--- src/rtl/smg_pkg.sv ---
// rtl/smg_pkg.sv - shared constants, state encoding and helpers for the dynamic seven-segment driver
package smg_pkg;

  // Active-high segment patterns, bit0=a .. bit6=g
  localparam logic [6:0] SEG_0     = 7'h3F;
  localparam logic [6:0] SEG_1     = 7'h06;
  localparam logic [6:0] SEG_2     = 7'h5B;
  localparam logic [6:0] SEG_3     = 7'h4F;
  localparam logic [6:0] SEG_4     = 7'h66;
  localparam logic [6:0] SEG_5     = 7'h6D;
  localparam logic [6:0] SEG_6     = 7'h7D;
  localparam logic [6:0] SEG_7     = 7'h07;
  localparam logic [6:0] SEG_8     = 7'h7F;
  localparam logic [6:0] SEG_9     = 7'h6F;
  localparam logic [6:0] SEG_BLANK = 7'h00;
  localparam logic [6:0] SEG_MINUS = 7'h40;

  typedef enum logic {
    ST_IDLE  = 1'b0,
    ST_SHIFT = 1'b1
  } cvt_state_t;

  // ceil(dw * log10(2)) + 1 nibbles; the spare nibble keeps the top of the
  // accumulator clear so the final left shift never loses a digit
  function automatic int bcd_nibbles(input int dw);
    return (dw * 30103 + 99999) / 100000 + 1;
  endfunction

  // Largest value representable on n decimal digits
  function automatic int pow10_minus1(input int n);
    int r;
    r = 1;
    for (int k = 0; k < n; k++) r = r * 10;
    return r - 1;
  endfunction

  // BCD nibble to active-high segments; codes above 9 cannot occur and show blank
  function automatic logic [6:0] seg_decode(input logic [3:0] nib);
    case (nib)
      4'd0:    return SEG_0;
      4'd1:    return SEG_1;
      4'd2:    return SEG_2;
      4'd3:    return SEG_3;
      4'd4:    return SEG_4;
      4'd5:    return SEG_5;
      4'd6:    return SEG_6;
      4'd7:    return SEG_7;
      4'd8:    return SEG_8;
      4'd9:    return SEG_9;
      default: return SEG_BLANK;
    endcase
  endfunction

endpackage

--- src/rtl/smg_dynamic_multi_bin2bcd_seq.sv ---
// rtl/smg_dynamic_multi_bin2bcd_seq.sv - sequential shift-add-3 binary to BCD converter with valid/busy handshake
module bin2bcd_seq
  import smg_pkg::*;
#(
  parameter int DATA_W  = 14,
  parameter int DIG_NUM = 4
) (
  input  logic                   clk,
  input  logic                   rst_n,
  input  logic [DATA_W-1:0]      data_in,
  input  logic                   data_vld,
  input  logic [DIG_NUM-1:0]     dp_in,
  output logic                   busy,
  output logic                   done,
  output logic [4*DIG_NUM-1:0]   bcd_res,
  output logic [DIG_NUM-1:0]     dp_res,
  output logic                   ovf_res
);

  localparam int NIB     = bcd_nibbles(DATA_W);
  localparam int BW      = 4 * NIB;
  localparam int RW      = 4 * ((NIB > DIG_NUM) ? NIB : DIG_NUM);
  localparam int CW      = $clog2(DATA_W + 1);
  localparam int OVF_LIM = pow10_minus1(DIG_NUM);

  cvt_state_t          state, state_nxt;
  logic [CW-1:0]       bit_cnt;
  logic [DATA_W-1:0]   shreg;
  logic [BW-1:0]       bcd;
  logic [BW-1:0]       bcd_adj;
  logic [BW-1:0]       bcd_nxt;
  logic [RW-1:0]       bcd_pad;
  logic [DIG_NUM-1:0]  dp_hold;
  logic                ovf_hold;
  logic                ovf_cmp;
  logic                last_bit;
  logic                accept;

  assign last_bit = (bit_cnt == CW'(DATA_W - 1));
  assign accept   = (state == ST_IDLE) && data_vld;
  assign ovf_cmp  = (32'(data_in) > 32'(OVF_LIM));

  // Converter state register
  always_ff @(posedge clk or negedge rst_n) begin
    if (!rst_n) state <= ST_IDLE;
    else        state <= state_nxt;
  end

  // Next state: one SHIFT cycle per input bit, then back to IDLE
  always_comb begin
    state_nxt = state;
    case (state)
      ST_IDLE:  if (data_vld) state_nxt = ST_SHIFT;
      ST_SHIFT: if (last_bit) state_nxt = ST_IDLE;
      default:  state_nxt = ST_IDLE;
    endcase
  end

  // Handshake outputs decoded from state
  always_comb begin
    busy = (state == ST_SHIFT);
    done = (state == ST_SHIFT) && last_bit;
  end

  // Add 3 to every nibble >= 5, then shift the next binary bit in
  always_comb begin
    bcd_adj = '0;
    for (int n = 0; n < NIB; n++) begin
      bcd_adj[4*n +: 4] = (bcd[4*n +: 4] >= 4'd5) ? bcd[4*n +: 4] + 4'd3 : bcd[4*n +: 4];
    end
    bcd_nxt = {bcd_adj[BW-2:0], shreg[DATA_W-1]};
    bcd_pad = RW'(bcd_nxt);
  end

  // Conversion datapath: load on accept, shift while converting
  always_ff @(posedge clk or negedge rst_n) begin
    if (!rst_n) begin
      shreg    <= '0;
      bcd      <= '0;
      bit_cnt  <= '0;
      dp_hold  <= '0;
      ovf_hold <= 1'b0;
    end else if (accept) begin
      shreg    <= data_in;
      bcd      <= '0;
      bit_cnt  <= '0;
      dp_hold  <= dp_in;
      ovf_hold <= ovf_cmp;
    end else if (state == ST_SHIFT) begin
      shreg    <= shreg << 1;
      bcd      <= bcd_nxt;
      bit_cnt  <= bit_cnt + 1'b1;
    end
  end

  // Result is taken from the shift that is about to happen, valid when done=1
  assign bcd_res = bcd_pad[4*DIG_NUM-1:0];
  assign dp_res  = dp_hold;
  assign ovf_res = ovf_hold;

endmodule

--- src/rtl/smg_dynamic_multi.sv ---
// rtl/smg_dynamic_multi.sv - multiplexed seven-segment driver with sequential BCD, blanking and overflow
module smg_dynamic_multi
  import smg_pkg::*;
#(
  parameter int DIG_NUM      = 4,
  parameter int DATA_W       = 14,
  parameter int CNT_SCAN_MAX = 49_999,
  parameter int LZ_BLANK     = 1,
  parameter int SEG_ACT_LOW  = 1,
  parameter int BIT_ACT_LOW  = 1
) (
  input  logic               sys_clk,
  input  logic               sys_rst_n,
  input  logic [DATA_W-1:0]  data_in,
  input  logic               data_vld,
  input  logic [DIG_NUM-1:0] dp_in,
  output logic               busy,
  output logic [DIG_NUM-1:0] led_bit,
  output logic [7:0]         led_out
);

  localparam int SCAN_W = (CNT_SCAN_MAX > 0) ? $clog2(CNT_SCAN_MAX + 1) : 1;
  localparam int IDX_W  = (DIG_NUM > 1) ? $clog2(DIG_NUM) : 1;
  localparam logic [DIG_NUM-1:0] BIT_POL = (BIT_ACT_LOW != 0) ? '1 : '0;
  localparam logic [7:0]         SEG_POL = (SEG_ACT_LOW != 0) ? 8'hFF : 8'h00;

  logic                  done;
  logic [4*DIG_NUM-1:0]  bcd_res;
  logic [DIG_NUM-1:0]    dp_res;
  logic                  ovf_res;

  logic [4*DIG_NUM-1:0]  disp_val, disp_val_nxt;
  logic [DIG_NUM-1:0]    disp_dp, disp_dp_nxt;
  logic                  disp_ovf, disp_ovf_nxt;

  logic [SCAN_W-1:0]     scan_cnt;
  logic                  scan_wrap;
  logic [IDX_W-1:0]      dig_idx, dig_idx_adv;
  logic [DIG_NUM-1:0]    upper_zero;
  logic [DIG_NUM-1:0]    bit_nxt, bit_q;
  logic [7:0]            seg_nxt, seg_q;

  bin2bcd_seq #(
    .DATA_W  (DATA_W),
    .DIG_NUM (DIG_NUM)
  ) u_bin2bcd (
    .clk      (sys_clk),
    .rst_n    (sys_rst_n),
    .data_in  (data_in),
    .data_vld (data_vld),
    .dp_in    (dp_in),
    .busy     (busy),
    .done     (done),
    .bcd_res  (bcd_res),
    .dp_res   (dp_res),
    .ovf_res  (ovf_res)
  );

  // Value the display register holds after this edge; lets a slot starting
  // on the completion edge show the fresh result
  always_comb begin
    disp_val_nxt = done ? bcd_res : disp_val;
    disp_dp_nxt  = done ? dp_res  : disp_dp;
    disp_ovf_nxt = done ? ovf_res : disp_ovf;
  end

  // Display register, updated only when a conversion completes
  always_ff @(posedge sys_clk or negedge sys_rst_n) begin
    if (!sys_rst_n) begin
      disp_val <= '0;
      disp_dp  <= '0;
      disp_ovf <= 1'b0;
    end else if (done) begin
      disp_val <= bcd_res;
      disp_dp  <= dp_res;
      disp_ovf <= ovf_res;
    end
  end

  // Leading-zero map: bit i set when nibbles i..DIG_NUM-1 are all zero
  always_comb begin
    upper_zero = '0;
    upper_zero[DIG_NUM-1] = (disp_val_nxt[4*(DIG_NUM-1) +: 4] == 4'd0);
    for (int i = DIG_NUM - 2; i >= 0; i--) begin
      upper_zero[i] = upper_zero[i+1] && (disp_val_nxt[4*i +: 4] == 4'd0);
    end
  end

  // Active-high select and segments for the digit dig_idx points at
  always_comb begin
    bit_nxt = '0;
    seg_nxt = {1'b0, SEG_BLANK};
    for (int i = 0; i < DIG_NUM; i++) begin
      if (IDX_W'(i) == dig_idx) begin
        bit_nxt[i] = 1'b1;
        if (disp_ovf_nxt)
          seg_nxt = {1'b0, SEG_MINUS};
        else if ((LZ_BLANK != 0) && (i > 0) && upper_zero[i])
          seg_nxt = {disp_dp_nxt[i], SEG_BLANK};
        else
          seg_nxt = {disp_dp_nxt[i], seg_decode(disp_val_nxt[4*i +: 4])};
      end
    end
  end

  assign scan_wrap   = (scan_cnt == SCAN_W'(CNT_SCAN_MAX));
  assign dig_idx_adv = (dig_idx == IDX_W'(DIG_NUM - 1)) ? '0 : dig_idx + 1'b1;

  // Slot timer; at each wrap drive digit dig_idx and move the pointer on,
  // so digit 0 is the first one lit after reset
  always_ff @(posedge sys_clk or negedge sys_rst_n) begin
    if (!sys_rst_n) begin
      scan_cnt <= '0;
      dig_idx  <= '0;
      bit_q    <= '0;
      seg_q    <= '0;
    end else if (scan_wrap) begin
      scan_cnt <= '0;
      dig_idx  <= dig_idx_adv;
      bit_q    <= bit_nxt;
      seg_q    <= seg_nxt;
    end else begin
      scan_cnt <= scan_cnt + 1'b1;
    end
  end

  assign led_bit = bit_q ^ BIT_POL;
  assign led_out = seg_q ^ SEG_POL;

endmodule
--- config.mk ---
export PLATFORM = sky130hd
export DESIGN_NAME = smg_dynamic_multi
export DESIGN_NICKNAME = d
export VERILOG_FILES = /design/src/rtl/smg_pkg.sv /design/src/rtl/smg_dynamic_multi_bin2bcd_seq.sv /design/src/rtl/smg_dynamic_multi.sv
export SDC_FILE = /design/constraint.sdc
export NUM_CORES = 1
export LEC_CHECK = 0
export CAP_MARGIN = 40
export CORE_MARGIN = 1.5
export CORE_UTILIZATION = 55
export DETAILED_ROUTE_END_ITERATION = 7
export GPL_TIMING_DRIVEN = 0
export PLACE_DENSITY_LB_ADDON = 0.3
export SLEW_MARGIN = 15
export SYNTH_ARGS = -nofsm -noshare
export SYNTH_HDL_FRONTEND = slang
export SYNTH_SLANG_ARGS = --single-unit
--- constraint.sdc ---
create_clock -name sys_clk -period 9.85 [get_ports sys_clk]
set_input_delay 1.97 -clock sys_clk [delete_from_list [all_inputs] [get_ports sys_clk]]
set_output_delay 1.97 -clock sys_clk [all_outputs]
set_load 0.02 [all_outputs]
== After elaboration in Yosys (flattened, before gate mapping) ==
Memories as Yosys holds them, arrays and structs flattened.
Cells that the tools add are included.

* Output and inout port bits: 13
* Bits in registers: 99
* ROM bits: 448
* Logic and storage cells: 86
* Memories kept: 4

{| class="wikitable"
|+ Memory list
! memory !! depth !! width !! rd ports !! clocked after memory_dff !! write ports !! line !! text
|-
| (no name shown) || 16 || 7 || 1 || 0 || 0 || smg_pkg.sv:39 || <nowiki>case (nib)</nowiki>
|-
| (no name shown) || 16 || 7 || 1 || 0 || 0 || smg_pkg.sv:39 ||
|-
| (no name shown) || 16 || 7 || 1 || 0 || 0 || smg_pkg.sv:39 ||
|-
| (no name shown) || 16 || 7 || 1 || 0 || 0 || smg_pkg.sv:39 ||
|}

* Add/subtract/negate cells: 9
* $lt $le $gt $ge: 7
* Equal/unequal tests: 6
* Bitwise operators: 3
* Muxes and demuxes: 35
* Reductions and logical operators: 9

{| class="wikitable"
|+ Operators by type and width
! kind !! number
|-
| 2-to-1 mux 8 bit || 8
|-
| 2-to-1 mux 24 bit || 2
|-
| 2-to-1 mux 16 bit || 2
|-
| 2-to-1 mux 4 bit || 8
|-
| 2-to-1 mux 14 bit || 2
|-
| >= comparator 4 x 3 -> 1 bit (second input constant) || 6
|-
| 2-to-1 mux 7 bit || 3
|-
| adder 4 x 2 -> 4 bit (second input constant) || 5
|-
| adder 16 x 1 -> 16 bit (second input constant) || 1
|-
| == test 16 bit (second input constant) || 1
|-
| > comparator 14 bit (second input constant) || 1
|-
| logical NOT 4 bit || 3
|-
| NOT 8 bit || 1
|-
| 2-to-1 mux 1 bit || 7
|-
| adder 4 x 1 -> 4 bit (second input constant) || 1
|-
| == test 2 bit (first input constant) || 2
|-
| == test 4 bit (second input constant) || 1
|-
| logical AND 1 bit || 4
|-
| NOT 4 bit || 1
|-
| adder 3 x 2 -> 3 bit (second input constant) || 1
|-
| 2-to-1 mux 3 bit || 1
|-
| adder 2 x 1 -> 2 bit (second input constant) || 1
|-
| == test 1 x 2 -> 1 bit (first input constant) || 1
|-
| == test 2 bit (second input constant) || 1
|-
| other kinds (5) || 5
|}

== Logic depth before layout (Yosys ltp) ==
* Depth in word-level cells: 11
* Gate-level depth with buffers: 16
* Depth with buffers taken out: 15

== By module ==
From an unflattened synthesis, not the netlist that was laid out.

* Cells, all modules: 614
* Area total of the unflattened synthesis: 5706.7 um^2

{| class="wikitable"
|+ By module, submodules not included
! module !! seq. area each (um^2) !! area an instance (um^2) !! instances !! cells an instance
|-
| smg_dynamic_multi || 1276.2 || 3380.7 || 1 || 372
|-
| bin2bcd_seq || 1001.0 || 2326.0 || 1 || 242
|}

== Worst setup path after synthesis ==
No wires, ideal clock.

* Path kind: register to register
* From: register u_bin2bcd.bit_cnt[0]
* To: register seg_q[4]
* Buffers on the path: 3
* Setup time: 122 ps
* Period minus slack after synthesis: 3542 ps
* Required time: 9728 ps
* Arrival time: 3420 ps
* Cell stages (with the launch flop): 15
* Path slack: 6308 ps
* Cells stage by stage: dfrtp_1 -> ha_1 -> nand4_2 -> buf_4 -> buf_2 -> buf_1 -> o21a_1 -> ha_1 -> inv_1 -> or4_1 -> nor3_1 -> a31o_4 -> nand4_4 -> a2111o_1 -> a32o_1

* Cells in the longest elaborated chain, start to end: 11
* Elaborated cells between the ends (all ways): 24
* Those cells by class: eq/ne (1); mux (13); reduce/logical (6); memory (4)

{| class="wikitable"
|+ RTL lines
! what !! line !! text
|-
| from (decl) || smg_dynamic_multi_bin2bcd_seq.sv:27 || <nowiki>logic [CW-1:0] bit_cnt;</nowiki>
|-
| from (signal assigned) || smg_dynamic_multi_bin2bcd_seq.sv:92 || <nowiki>bit_cnt <= bit_cnt + 1'b1;</nowiki>
|-
| == test 4 bit (*) || smg_dynamic_multi_bin2bcd_seq.sv:39 || <nowiki>assign last_bit = (bit_cnt == CW'(DATA_W - 1));</nowiki>
|-
| logical AND 1 bit (*) || smg_dynamic_multi_bin2bcd_seq.sv:62 || <nowiki>done = (state == ST_SHIFT) && last_bit;</nowiki>
|-
| branches (longest 8 deep; another with memory read (16 x 7 bit)) || -- ||
|-
| 2-to-1 mux 8 bit (*) || smg_dynamic_multi.sv:94 || <nowiki>if (IDX_W'(i) == dig_idx) begin</nowiki>
|-
| to (signal assigned) || smg_dynamic_multi.sv:121 || <nowiki>seg_q <= seg_nxt;</nowiki>
|-
| to (decl) || smg_dynamic_multi.sv:41 || <nowiki>logic [7:0] seg_nxt, seg_q;</nowiki>
|}

Every way passes the cells marked *.
A chain may end at the register's enable or synchronous reset.

== Final worst setup path ==
Ends and elaborated chain as after synthesis.

==> metrics.cfg <==
[yosys]
synth_edf_count = 0
syn_inst = 601
netlist_area_mm2 = 0.00549
ys_seq_area_share_pct = 41.5
synth_flop_cell = dfrtp_1
avgSynthCellArea_um2 = 9.14
ys_async_sr_fraction_pct = 100
yosysWarnings = 0
yosysUniqueCellTypes = 74
synth_seq_cells = 91
syn_nets = 651

[global_route]
grt_start_max_net_pins = 58
antenna_found_initial = 0
grt_pass1_wl_mm = 21.2
grt_pass1_vias = 4438
grt_usage_pct = 26.2
overflow = 0

[clocking]
numCtsBuffers = 9
cts_tree = yes
htree_levels = 3
clkTransAtPathRegs_ps = 100
cts_setup_buffers = 0
clockBufferDepth = 2
cts_hold_buf = 0
cts_sinks = 91
cts-root-buf = clkbuf_8
clock_latency_ps = 370
ctsResizeCount = 0

[setup_path]
end_kind = register
critPathMaxFanout = 10
startpoint = u_bin2bcd.bit_cnt[0]
reg2reg_from = u_bin2bcd.bit_cnt[0]
startpoint_type = register
crit_type = reg2reg
reg2reg_depth = 14
cp.arrival_ps = 4640
required_ps = 10120

[die]
ios = 34
die_area_mm2 = 0.0106
initial_core_util_pct = 56.4
coreArea_mm2 = 0.00973
die-width_um = 103
rows = 36
fp.dieH_um = 103

[routing]
via_per_inst = 5.93
drtIter0Drc = 427
wirelength_mm = 12.8
wl_per_cell_um = 16.4
drc = 0
via_count = 4641
dr.pass1.iters = 5
ant_nets = 0

[sta]
layout_worst_path_cycle_share_pct = 44.3
hold_viol_final = 0
worstMarginPinSlew_ps = 688
fmax_mhz = 229
slew_violations = 0
period_minus_slack_ps = 4360
slew_headroom_pct = 54.1
hold_slack_ps = 465
finClkSkew_ps = 14.5
fin_ws_ps = 5490
fin_setup_tns_ps = 0
rsz0062_at_grt = false
finalSetupViolations = 0

[hold_path]
min_path_type = reg2reg
min_path_cells = 1
worstHoldStart = scan_cnt[0]

[cells_and_area]
final_cell_area_mm2 = 0.00623
syn_to_final_growth_pct = 13.4
antennaDiodeCount = 0
fin_cells = 783
final_cell_mix = nand2_1, dfrtp_1, inv_1
final_nets = 695
drive_gt1_share_pct = 8.92

[pwr]
seq_power_share_pct = 33.2
powerDensity_mw_per_mm2 = 277
switching_power_uw = 756
clkPwrFrac_pct = 16.7
power.leakage_uw = 0.00276
combPwrFrac_pct = 50.1
ir_drop_v = 0.000145
sw_frac_of_total_pct = 43.8
internal_power_uw = 972

[placed_design]
io_buffers = 32
dpl_cell_area_mm2 = 0.00600
dp.cells = 767
place_ws_ps = 5550
globalplace.congestion = 0.949
dp_hpwl_mm = 9.65

[run_status]
outcome = finished clean

[flow_run]
maxCapViolations = 0

-- critical path, stage by stage (launching register included) --
cell and delay (ps):
dfrtp_1 430, ha_1 240, nand4_2 230, buf_4 240, buf_2 250, buf_1 470, o21a_1 270, ha_1 340
inv_1 130, or4_1 470, nor3_1 200, a31o_4 180, nand4_4 120, a2111o_1 450, a32o_1 250
-- cell usage after synthesis, types with 3 or more instances --
| cell type | number | area [um^2] |
|---|---|---|
| a2111oi_0 | 3 | 26.3 |
| a211oi_1 | 7 | 52.6 |
| a21o_1 | 3 | 22.5 |
| a21oi_1 | 14 | 70.1 |
| a221oi_1 | 3 | 26.3 |
| a31o_2 | 7 | 61.3 |
| a31oi_1 | 3 | 18.8 |
| a32oi_1 | 6 | 52.6 |
| and2_1 | 6 | 37.5 |
| and3_1 | 8 | 50.1 |
| buf_1 | 3 | 11.3 |
| clkbuf_1 | 18 | 67.6 |
| dfrtp_1 | 91 | 2280 |
| ha_1 | 29 | 363 |
| inv_1 | 43 | 161 |
| inv_2 | 3 | 11.3 |
| mux2_2 | 4 | 45.0 |
| mux2i_1 | 18 | 180 |
| nand2_1 | 91 | 342 |
| nand2b_1 | 8 | 50.1 |
| nand3_1 | 19 | 95.1 |
| nor2_1 | 40 | 150 |
| nor2b_1 | 5 | 31.3 |
| nor3_1 | 10 | 50.1 |
| nor4_1 | 3 | 18.8 |
| o2111ai_1 | 4 | 35.0 |
| o211ai_1 | 10 | 75.1 |
| o21a_1 | 6 | 45.0 |
| o21ai_0 | 42 | 210 |
| o21ai_1 | 6 | 30.0 |
| o22ai_1 | 6 | 37.5 |
| o31ai_1 | 10 | 75.1 |
| or3_1 | 3 | 18.8 |
| xnor2_1 | 9 | 78.8 |
| xor2_1 | 10 | 87.6 |
-- metrics by stage --
| stage | total power, uW | util [%] |
|---|---|---|
| 6_report | 1730 | 64.0 |
| 5_1_grt | 1860 | 64.0 |
| 4_1_cts | 1720 | 64.0 |
| 3_5_place_dp | 1430 | 61.7 |
| 3_3_place_gp | 1390 | 61.4 |
| 2_1_floorplan | 1210 | - |
-- power by group through the flow --
| stage | clock network, uW | registers (uW) | logic [uW] |
|---|---|---|---|
| 4_1_cts | 293 | 573 | 856 |
| 3_3_place_gp | 0 | 573 | 821 |
| 2_1_floorplan | 0 | 557 | 654 |
| 3_5_place_dp | 0 | 579 | 851 |
| 6_report | 288 | 574 | 865 |
| 5_1_grt | 307 | 590 | 961 |
-- sequential cells by signal (all words and copies together) (netlist names) --
signal,cells
disp_val,16
u_bin2bcd.ovf_res,1
u_bin2bcd.busy,1
u_bin2bcd.bcd,16
u_bin2bcd.bit_cnt,4
bit_q,4
disp_ovf,1
dig_idx,2
u_bin2bcd.dp_res,4
scan_cnt,16
u_bin2bcd.shreg,14
seg_q,8
disp_dp,4
-- kinds of logic after synthesis --
kind of cell | count (synthesis) | share of synthesized area, %
flip-flops | 91 | 41.5
multiplexers | 22 | 4.10
AO/OA/AOI/OAI | 158 | 20.9
AND/OR/NAND/NOR | 208 | 17.8
adder cells (fa/ha/maj) | 29 | 6.61
buffers and inverters | 73 | 5.61
XOR/XNOR | 20 | 3.44
-- worst paths after layout --
kind                                    end  slack [ps]
setup reg to reg                   seg_q[4]        5490
hold / removal                  scan_cnt[0]         470
hold reg to reg                 scan_cnt[0]         470
max in group asynchronous       disp_val[1]        7660
min in group asynchronous  u_bin2bcd.bcd[7]        1540
setup / recovery                   seg_q[4]        5490
-- cell type report --
| type | count | area [um^2] |
|---|---|---|
| fillers | 826 | 3500 |
| multi-input cells | 437 | 2910 |
| flip-flops and latches | 91 | 2280 |
| repair buffers | 33 | 345 |
| inverters | 46 | 173 |
| well taps | 133 | 166 |
| clock buffers | 10 | 138 |
| plain buffers | 27 | 135 |
| clock inverters | 6 | 88.8 |
-- layer usage --
metal	routed length [um]	global-route usage [%]	vias up
met4	289	9.98	0
li1	-	-	2215
met2	6090	43.1	141
met3	615	5.36	28
met1	5830	34.3	2257
met5	0	0	-
(Power assumes the default switching activity.)
